<file path="src/rtl/wbs_pdm_in_pkg.sv">
// Shared constants for the PDM input peripheral.
package wbs_pdm_in_pkg;
  // Register offsets above the per-channel sample registers
  localparam int ADR_STATUS_OFS  = 0;
  localparam int ADR_OVERRUN_OFS = 1;
  localparam int ADR_W           = 4;
endpackage

</file>
<file path="src/rtl/wbs_pdm_in_if.sv">
// Wishbone-style bus bundle for the PDM input peripheral.
interface wbs_pdm_in_if #(
  parameter int BIT_RESOLUTION = 8
);
  logic                      wb_stb;
  logic                      wb_we;
  logic [3:0]                wb_adr;
  logic [BIT_RESOLUTION-1:0] wb_dat_c;
  logic [BIT_RESOLUTION-1:0] wb_dat_p;
  logic                      wb_ack;

  modport master (output wb_stb, wb_we, wb_adr, wb_dat_c, input wb_dat_p, wb_ack);
  modport slave  (input wb_stb, wb_we, wb_adr, wb_dat_c, output wb_dat_p, wb_ack);
endinterface

</file>
<file path="src/rtl/wbs_pdm_in_channel.sv">
// One PDM channel: input synchronizer, ones-counter, sample register and flags.
module wbs_pdm_in_channel #(
  parameter int ACC_W = 8
) (
  input  logic             clk,
  input  logic             rst,
  input  logic             pdm_in,
  input  logic             smp,
  input  logic             last,
  input  logic             rd_clr,
  input  logic             ovr_clr,
  output logic [ACC_W-1:0] sample,
  output logic             valid,
  output logic             overrun
);
  logic [1:0]       sync_q, sync_d;
  logic [ACC_W-1:0] acc_q, acc_d;
  logic [ACC_W-1:0] sample_q, sample_d;
  logic             valid_q, valid_d;
  logic             overrun_q, overrun_d;
  logic [ACC_W-1:0] acc_sum;

  // Synchronize, accumulate, close the window; window events override clears
  always_comb begin
    sync_d    = {sync_q[0], pdm_in};
    acc_d     = acc_q;
    sample_d  = sample_q;
    valid_d   = valid_q;
    overrun_d = overrun_q;
    acc_sum   = acc_q + ACC_W'(sync_q[1]);
    if (rd_clr)  valid_d   = 1'b0;
    if (ovr_clr) overrun_d = 1'b0;
    if (smp) begin
      if (last) begin
        sample_d = acc_sum;
        acc_d    = '0;
        valid_d  = 1'b1;
        // A read landing on the completion cycle consumed the old sample
        if (valid_q && !rd_clr) overrun_d = 1'b1;
      end else begin
        acc_d = acc_sum;
      end
    end
  end

  // Channel state registers
  always_ff @(posedge clk or negedge rst) begin
    if (!rst) begin
      sync_q    <= '0;
      acc_q     <= '0;
      sample_q  <= '0;
      valid_q   <= 1'b0;
      overrun_q <= 1'b0;
    end else begin
      sync_q    <= sync_d;
      acc_q     <= acc_d;
      sample_q  <= sample_d;
      valid_q   <= valid_d;
      overrun_q <= overrun_d;
    end
  end

  assign sample  = sample_q;
  assign valid   = valid_q;
  assign overrun = overrun_q;
endmodule

</file>
<file path="src/rtl/wbs_pdm_in.sv">
// PDM microphone receiver: bit clock generation, boxcar decimation, bus registers.
module wbs_pdm_in #(
  parameter int BIT_RESOLUTION = 8,
  parameter int CHANNEL_NUM    = 1,
  parameter int DECIMATION     = 255,
  parameter int CLK_DIV        = 8
) (
  input  logic                   clk,
  input  logic                   rst,
  wbs_pdm_in_if.slave            wb,
  output logic                   pdm_clk,
  input  logic [CHANNEL_NUM-1:0] pdm_channel
);
  import wbs_pdm_in_pkg::*;

  localparam int ACC_W = $clog2(DECIMATION + 1);
  localparam int DIV_W = $clog2(CLK_DIV);
  localparam int BC_W  = $clog2(DECIMATION);
  localparam logic [3:0] ADR_STATUS  = 4'(CHANNEL_NUM + ADR_STATUS_OFS);
  localparam logic [3:0] ADR_OVERRUN = 4'(CHANNEL_NUM + ADR_OVERRUN_OFS);

  logic [DIV_W-1:0]                    div_cnt_q, div_cnt_d;
  logic                                pdm_clk_q, pdm_clk_d;
  logic [BC_W-1:0]                     bit_cnt_q, bit_cnt_d;
  logic                                ack_q, ack_d;
  logic [BIT_RESOLUTION-1:0]           dat_q, dat_d;
  logic                                smp, last, rd, wr;
  logic [CHANNEL_NUM-1:0]              rd_clr, ovr_clr, valid, overrun;
  logic [CHANNEL_NUM-1:0][ACC_W-1:0]   samples;

  // Divider, bit clock and window position; bits are taken at the end of the low phase
  always_comb begin
    smp       = (div_cnt_q == DIV_W'(CLK_DIV - 1));
    last      = smp && (bit_cnt_q == BC_W'(DECIMATION - 1));
    div_cnt_d = smp ? '0 : div_cnt_q + DIV_W'(1);
    pdm_clk_d = (div_cnt_d < DIV_W'(CLK_DIV / 2));
    bit_cnt_d = bit_cnt_q;
    if (smp) bit_cnt_d = last ? '0 : bit_cnt_q + BC_W'(1);
  end

  // Bus decode, per-channel clear strobes and registered read mux
  always_comb begin
    rd      = wb.wb_stb && !wb.wb_we;
    wr      = wb.wb_stb &&  wb.wb_we;
    ack_d   = wb.wb_stb;
    dat_d   = '0;
    rd_clr  = '0;
    ovr_clr = (wr && wb.wb_adr == ADR_OVERRUN) ? wb.wb_dat_c[CHANNEL_NUM-1:0] : '0;
    for (int i = 0; i < CHANNEL_NUM; i++) begin
      if (rd && wb.wb_adr == 4'(i)) begin
        rd_clr[i] = 1'b1;
        dat_d     = BIT_RESOLUTION'(samples[i]);
      end
    end
    if (rd && wb.wb_adr == ADR_STATUS)  dat_d = BIT_RESOLUTION'(valid);
    if (rd && wb.wb_adr == ADR_OVERRUN) dat_d = BIT_RESOLUTION'(overrun);
  end

  // Top-level registers
  always_ff @(posedge clk or negedge rst) begin
    if (!rst) begin
      div_cnt_q <= '0;
      pdm_clk_q <= 1'b0;
      bit_cnt_q <= '0;
      ack_q     <= 1'b0;
      dat_q     <= '0;
    end else begin
      div_cnt_q <= div_cnt_d;
      pdm_clk_q <= pdm_clk_d;
      bit_cnt_q <= bit_cnt_d;
      ack_q     <= ack_d;
      dat_q     <= dat_d;
    end
  end

  for (genvar g = 0; g < CHANNEL_NUM; g++) begin : g_ch
    wbs_pdm_in_channel #(.ACC_W(ACC_W)) u_ch (
      .clk     (clk),
      .rst     (rst),
      .pdm_in  (pdm_channel[g]),
      .smp     (smp),
      .last    (last),
      .rd_clr  (rd_clr[g]),
      .ovr_clr (ovr_clr[g]),
      .sample  (samples[g]),
      .valid   (valid[g]),
      .overrun (overrun[g])
    );
  end

  // Write data above the channel count has no meaning
  if (CHANNEL_NUM < BIT_RESOLUTION) begin : g_unused
    logic unused_dat;
    assign unused_dat = ^wb.wb_dat_c[BIT_RESOLUTION-1:CHANNEL_NUM];
  end

  assign wb.wb_ack   = ack_q;
  assign wb.wb_dat_p = dat_q;
  assign pdm_clk     = pdm_clk_q;
endmodule

</file>
<file path="src/flat_wrapper.sv">
// flat-port wrapper written by rule: the top's interface ports become plain ports
module wbs_pdm_in_flat import wbs_pdm_in_pkg::*;
#(
  parameter int BIT_RESOLUTION = 8,
  parameter int CHANNEL_NUM    = 1,
  parameter int DECIMATION     = 255,
  parameter int CLK_DIV        = 8
)
  (clk, rst, pdm_clk, pdm_channel, wb_wb_stb, wb_wb_we, wb_wb_adr, wb_wb_dat_c, wb_wb_dat_p, wb_wb_ack);
  wbs_pdm_in_if #(.BIT_RESOLUTION(BIT_RESOLUTION)) wb_i ();
  input  logic clk;
  input  logic rst;
  output logic pdm_clk;
  input  logic [CHANNEL_NUM-1:0] pdm_channel;
  input wire logic [$bits(wb_i.wb_stb)-1:0] wb_wb_stb;
  input wire logic [$bits(wb_i.wb_we)-1:0] wb_wb_we;
  input wire logic [$bits(wb_i.wb_adr)-1:0] wb_wb_adr;
  input wire logic [$bits(wb_i.wb_dat_c)-1:0] wb_wb_dat_c;
  output wire logic [$bits(wb_i.wb_dat_p)-1:0] wb_wb_dat_p;
  output wire logic [$bits(wb_i.wb_ack)-1:0] wb_wb_ack;
  assign wb_i.wb_stb = wb_wb_stb;
  assign wb_i.wb_we = wb_wb_we;
  assign wb_i.wb_adr = wb_wb_adr;
  assign wb_i.wb_dat_c = wb_wb_dat_c;
  assign wb_wb_dat_p = wb_i.wb_dat_p;
  assign wb_wb_ack = wb_i.wb_ack;
  wbs_pdm_in #(.BIT_RESOLUTION(BIT_RESOLUTION), .CHANNEL_NUM(CHANNEL_NUM), .DECIMATION(DECIMATION), .CLK_DIV(CLK_DIV)) u_core (.clk(clk), .rst(rst), .wb(wb_i), .pdm_clk(pdm_clk), .pdm_channel(pdm_channel));
endmodule
</file>
<file path="config.mk">
export PLATFORM = sky130hd
export DESIGN_NAME = wbs_pdm_in_flat
export DESIGN_NICKNAME = d
export VERILOG_FILES = /design/src/rtl/wbs_pdm_in_pkg.sv /design/src/rtl/wbs_pdm_in_if.sv /design/src/rtl/wbs_pdm_in_channel.sv /design/src/rtl/wbs_pdm_in.sv /design/src/flat_wrapper.sv
export SDC_FILE = /design/constraint.sdc
export NUM_CORES = 1
export LEC_CHECK = 0
export CAP_MARGIN = 0
export CORE_ASPECT_RATIO = 0.5
export CORE_MARGIN = 10
export CORE_UTILIZATION = 40
export DETAILED_ROUTE_END_ITERATION = 8
export GPL_TIMING_DRIVEN = 0
export SYNTH_ARGS = -nofsm -noshare
export SYNTH_HDL_FRONTEND = slang
export SYNTH_SLANG_ARGS = --single-unit
</file>
<file path="constraint.sdc">
create_clock -name clk -period 1.6 [get_ports clk]
set_input_delay 0.24 -clock clk [delete_from_list [all_inputs] [get_ports clk]]
set_output_delay 0.24 -clock clk [all_outputs]
set_load 0.02 [all_outputs]
</file>
==> run metrics <==
fin crit share 0.992; Worst EP arrival 1770 ps; relative slew slack 0.415; Layout area overhead 27.5%; I/O pin cnt 27; Sw Ratio 0.218; most frequent cells in the layout dfrtp_1, clkdlybuf4s50_1, nor2_1; Gate power share 0.082; vias post-DR 1227; post-synthesis cell area 1800 sq um; area of the core 4380 sq um; Reg clk slew, reported paths 70 ps; multi-input logic area 761 sq um; leak pwr 1.01 nW; PortBufs 19; unrepaired setup endpoints after global routing yes; Tightest Pin Transition 878 ps; htree depth 2; Main synth FF type dfrtp_1; Final Hold Fails 0; register share of total power 0.521; Async S/R FF share, synth 1.00; Initial Utilization 0.412; DRT Wirelength 3250 um; Crit. End Element register; GP Congestion 0.784; number of synthesized flops with an enable pin 0; HPWL Detailed 2210 um; Max-cap violations 0; grt ovf 0; Peak VDD IR 0.346 mV; post-synthesis sequential area ratio 0.569; die area 7760 sq um; diodes inserted 0; largest net degree at the start of global routing 42; DRT antenna net count 0; top cells by area, synth dfrtp_1, ha_1, nor2_1; Die W 115 um; Tot GR Track Use 0.0896; Clock Skews 1.98 ps; Worst Hold Class input pin to asynchronous set/reset pin; Synth Area per Inst 11.4 sq um; post-synthesis cell count 158; commonest non-fill, non-tap cell in the layout dfrtp_1; Hold WS 65.7 ps; antenna violations before repair 0; clock share of power 0.397; Critical Path RT 1780 ps; fmax 630 MHz; status completed; CTS tree done; wire per inst 13.2 um; Pwr Total 2.13 mW; first-pass GRT wire length 5680 um; final-report max-slew violation count 0; vias in the first global route 1250; yosys synthesis warning count 0; cts bufs inserted 5; Cell Int Power 1.66 mW; placement row count 17; root buf cell clkbuf_8; DRT iter0 DRCs 52; layout cells sized above 1 0.174; min Tclk post-route 1590 ps; Die Ht 67.5 um; Yosys top cell area share 0.569; Syn Nets 181; largest area contributor in the netlist dfrtp_1; DRC viols 0; Fillers 386; CTS max path bufs 2; clock sink total 41; Reg area 1030 sq um; Startpoint Class register; Setup TNS 0 ps; Final nets 212; #FFs+latches synth 41; Worst-Skew Late Latency 290 ps; final count of negative-setup-slack endpoints 0; CP max FO 5; DR vias/cell 4.97; Yosys cell types 38; critical path class register to register; PwrDens 924 nW/um^2; P_sw 0.464 mW; Finished Core Util 0.525; drt first pass iters 4
==> power by group through the flow <==
stage	logic (mW)	registers, mW	clock network [mW]
final	0.174	1.11	0.844
after global routing	0.204	1.11	0.914
after CTS	0.173	1.11	0.872
after detailed placement	0.172	1.13	0
after global placement	0.169	1.12	0
after floorplan	0.0960	1.12	0
==> Yosys cell counts, types with 3 or more instances <==
cell	instances
ha_1	6
inv_1	6
or3_1	4
nor2_1	16
a21o_1	3
nand3_1	4
and2_1	7
a21oi_1	6
nand4_1	4
dfrtp_1	41
o21ai_0	8
nand2_1	8
xor2_1	5
a31oi_1	4
o22ai_1	5
==> state kept, by name, indices dropped and copies added (netlist names), 2 cells and up <==
register / flops
u_core.wb.wb_dat_p: 8
u_core.g_ch.u_ch.sample: 8
u_core.g_ch.u_ch.sync_q: 2
u_core.bit_cnt_q: 8
u_core.g_ch.u_ch.acc_q: 8
u_core.div_cnt_q: 3
==> kinds of logic (layout without fill, tap and decap cells) <==
| family | Yosys count | count (layout) | synth area share |
|---|---|---|---|
| compound gates | 30 | 30 | 0.101 |
| xor+xnor | 7 | 7 | 0.0340 |
| fa+ha+maj | 6 | 6 | 0.0416 |
| buf+inv | 12 | 44 | 0.0347 |
| flops | 41 | 41 | 0.569 |
| mux | 5 | 5 | 0.0298 |
| simple gates | 57 | 57 | 0.191 |
==> what timing repair did <==
item | 4_1_cts | 5_1_grt
pin swaps | 0 | 4
gates cloned | 0 | 2
endpoints found under the setup margin | 7 | 22
hold buffers | 0 | 0
buffers inserted | 0 | 3
resized for setup | 2 | 17
==> per-layer routing <==
metal,share of wire,track usage,vias to the layer above
met1,0.49,0.108,578
li1,-,-,620
met2,0.45,0.148,26
met4,0.0071,0.0368,0
met5,0,0,-
met3,0.057,0.0283,3
==> layout make-up <==
class                   instances  area share
multi-input cells             105       0.331
plain buffers                   6      0.0272
well taps                      57      0.0310
inverters                       6     0.00979
repair buffers                 24       0.105
clock buffers                   7      0.0375
clock inverters                 1      0.0131
flip-flops and latches         41       0.446
==> stage by stage <==
step	instances	cell area, sq um	worst slack [ps]
floorplan	158	1800	129
global placement	234	2070	-716
detailed placement	234	2060	-155
CTS	242	2180	-17.4
global route	247	2300	-70.0
finish	247	2300	12.6
==> worst paths after layout <==
check	slack (ps)	start	cells past startpoint	endpoint
setup / recovery	10	u_core.div_cnt_q[0]$_DFF_PN0_	6	u_core.g_ch[0].u_ch.sample[0]$_DFFE_PN0P_
hold / removal	70	rst	1	u_core.g_ch[0].u_ch.sample[5]$_DFFE_PN0P_
setup reg to reg	10	u_core.div_cnt_q[0]$_DFF_PN0_	6	u_core.g_ch[0].u_ch.sample[0]$_DFFE_PN0P_
hold reg to reg	350	u_core.g_ch[0].u_ch.sync_q[0]$_DFF_PN0_	0	u_core.g_ch[0].u_ch.sync_q[1]$_DFF_PN0_
max in group asynchronous	990	rst	1	u_core.bit_cnt_q[7]$_DFFE_PN0N_
min in group clk	350	u_core.g_ch[0].u_ch.sync_q[0]$_DFF_PN0_	0	u_core.g_ch[0].u_ch.sync_q[1]$_DFF_PN0_
==> worst max-delay path, cell delays in order (launching register included) <==
cell and delay, ps:
dfrtp_1 360, ha_2 200, ha_4 160, nand4_4 100, nor2_4 190, buf_6 170, mux2_4 300
(Power assumes the default switching activity.)
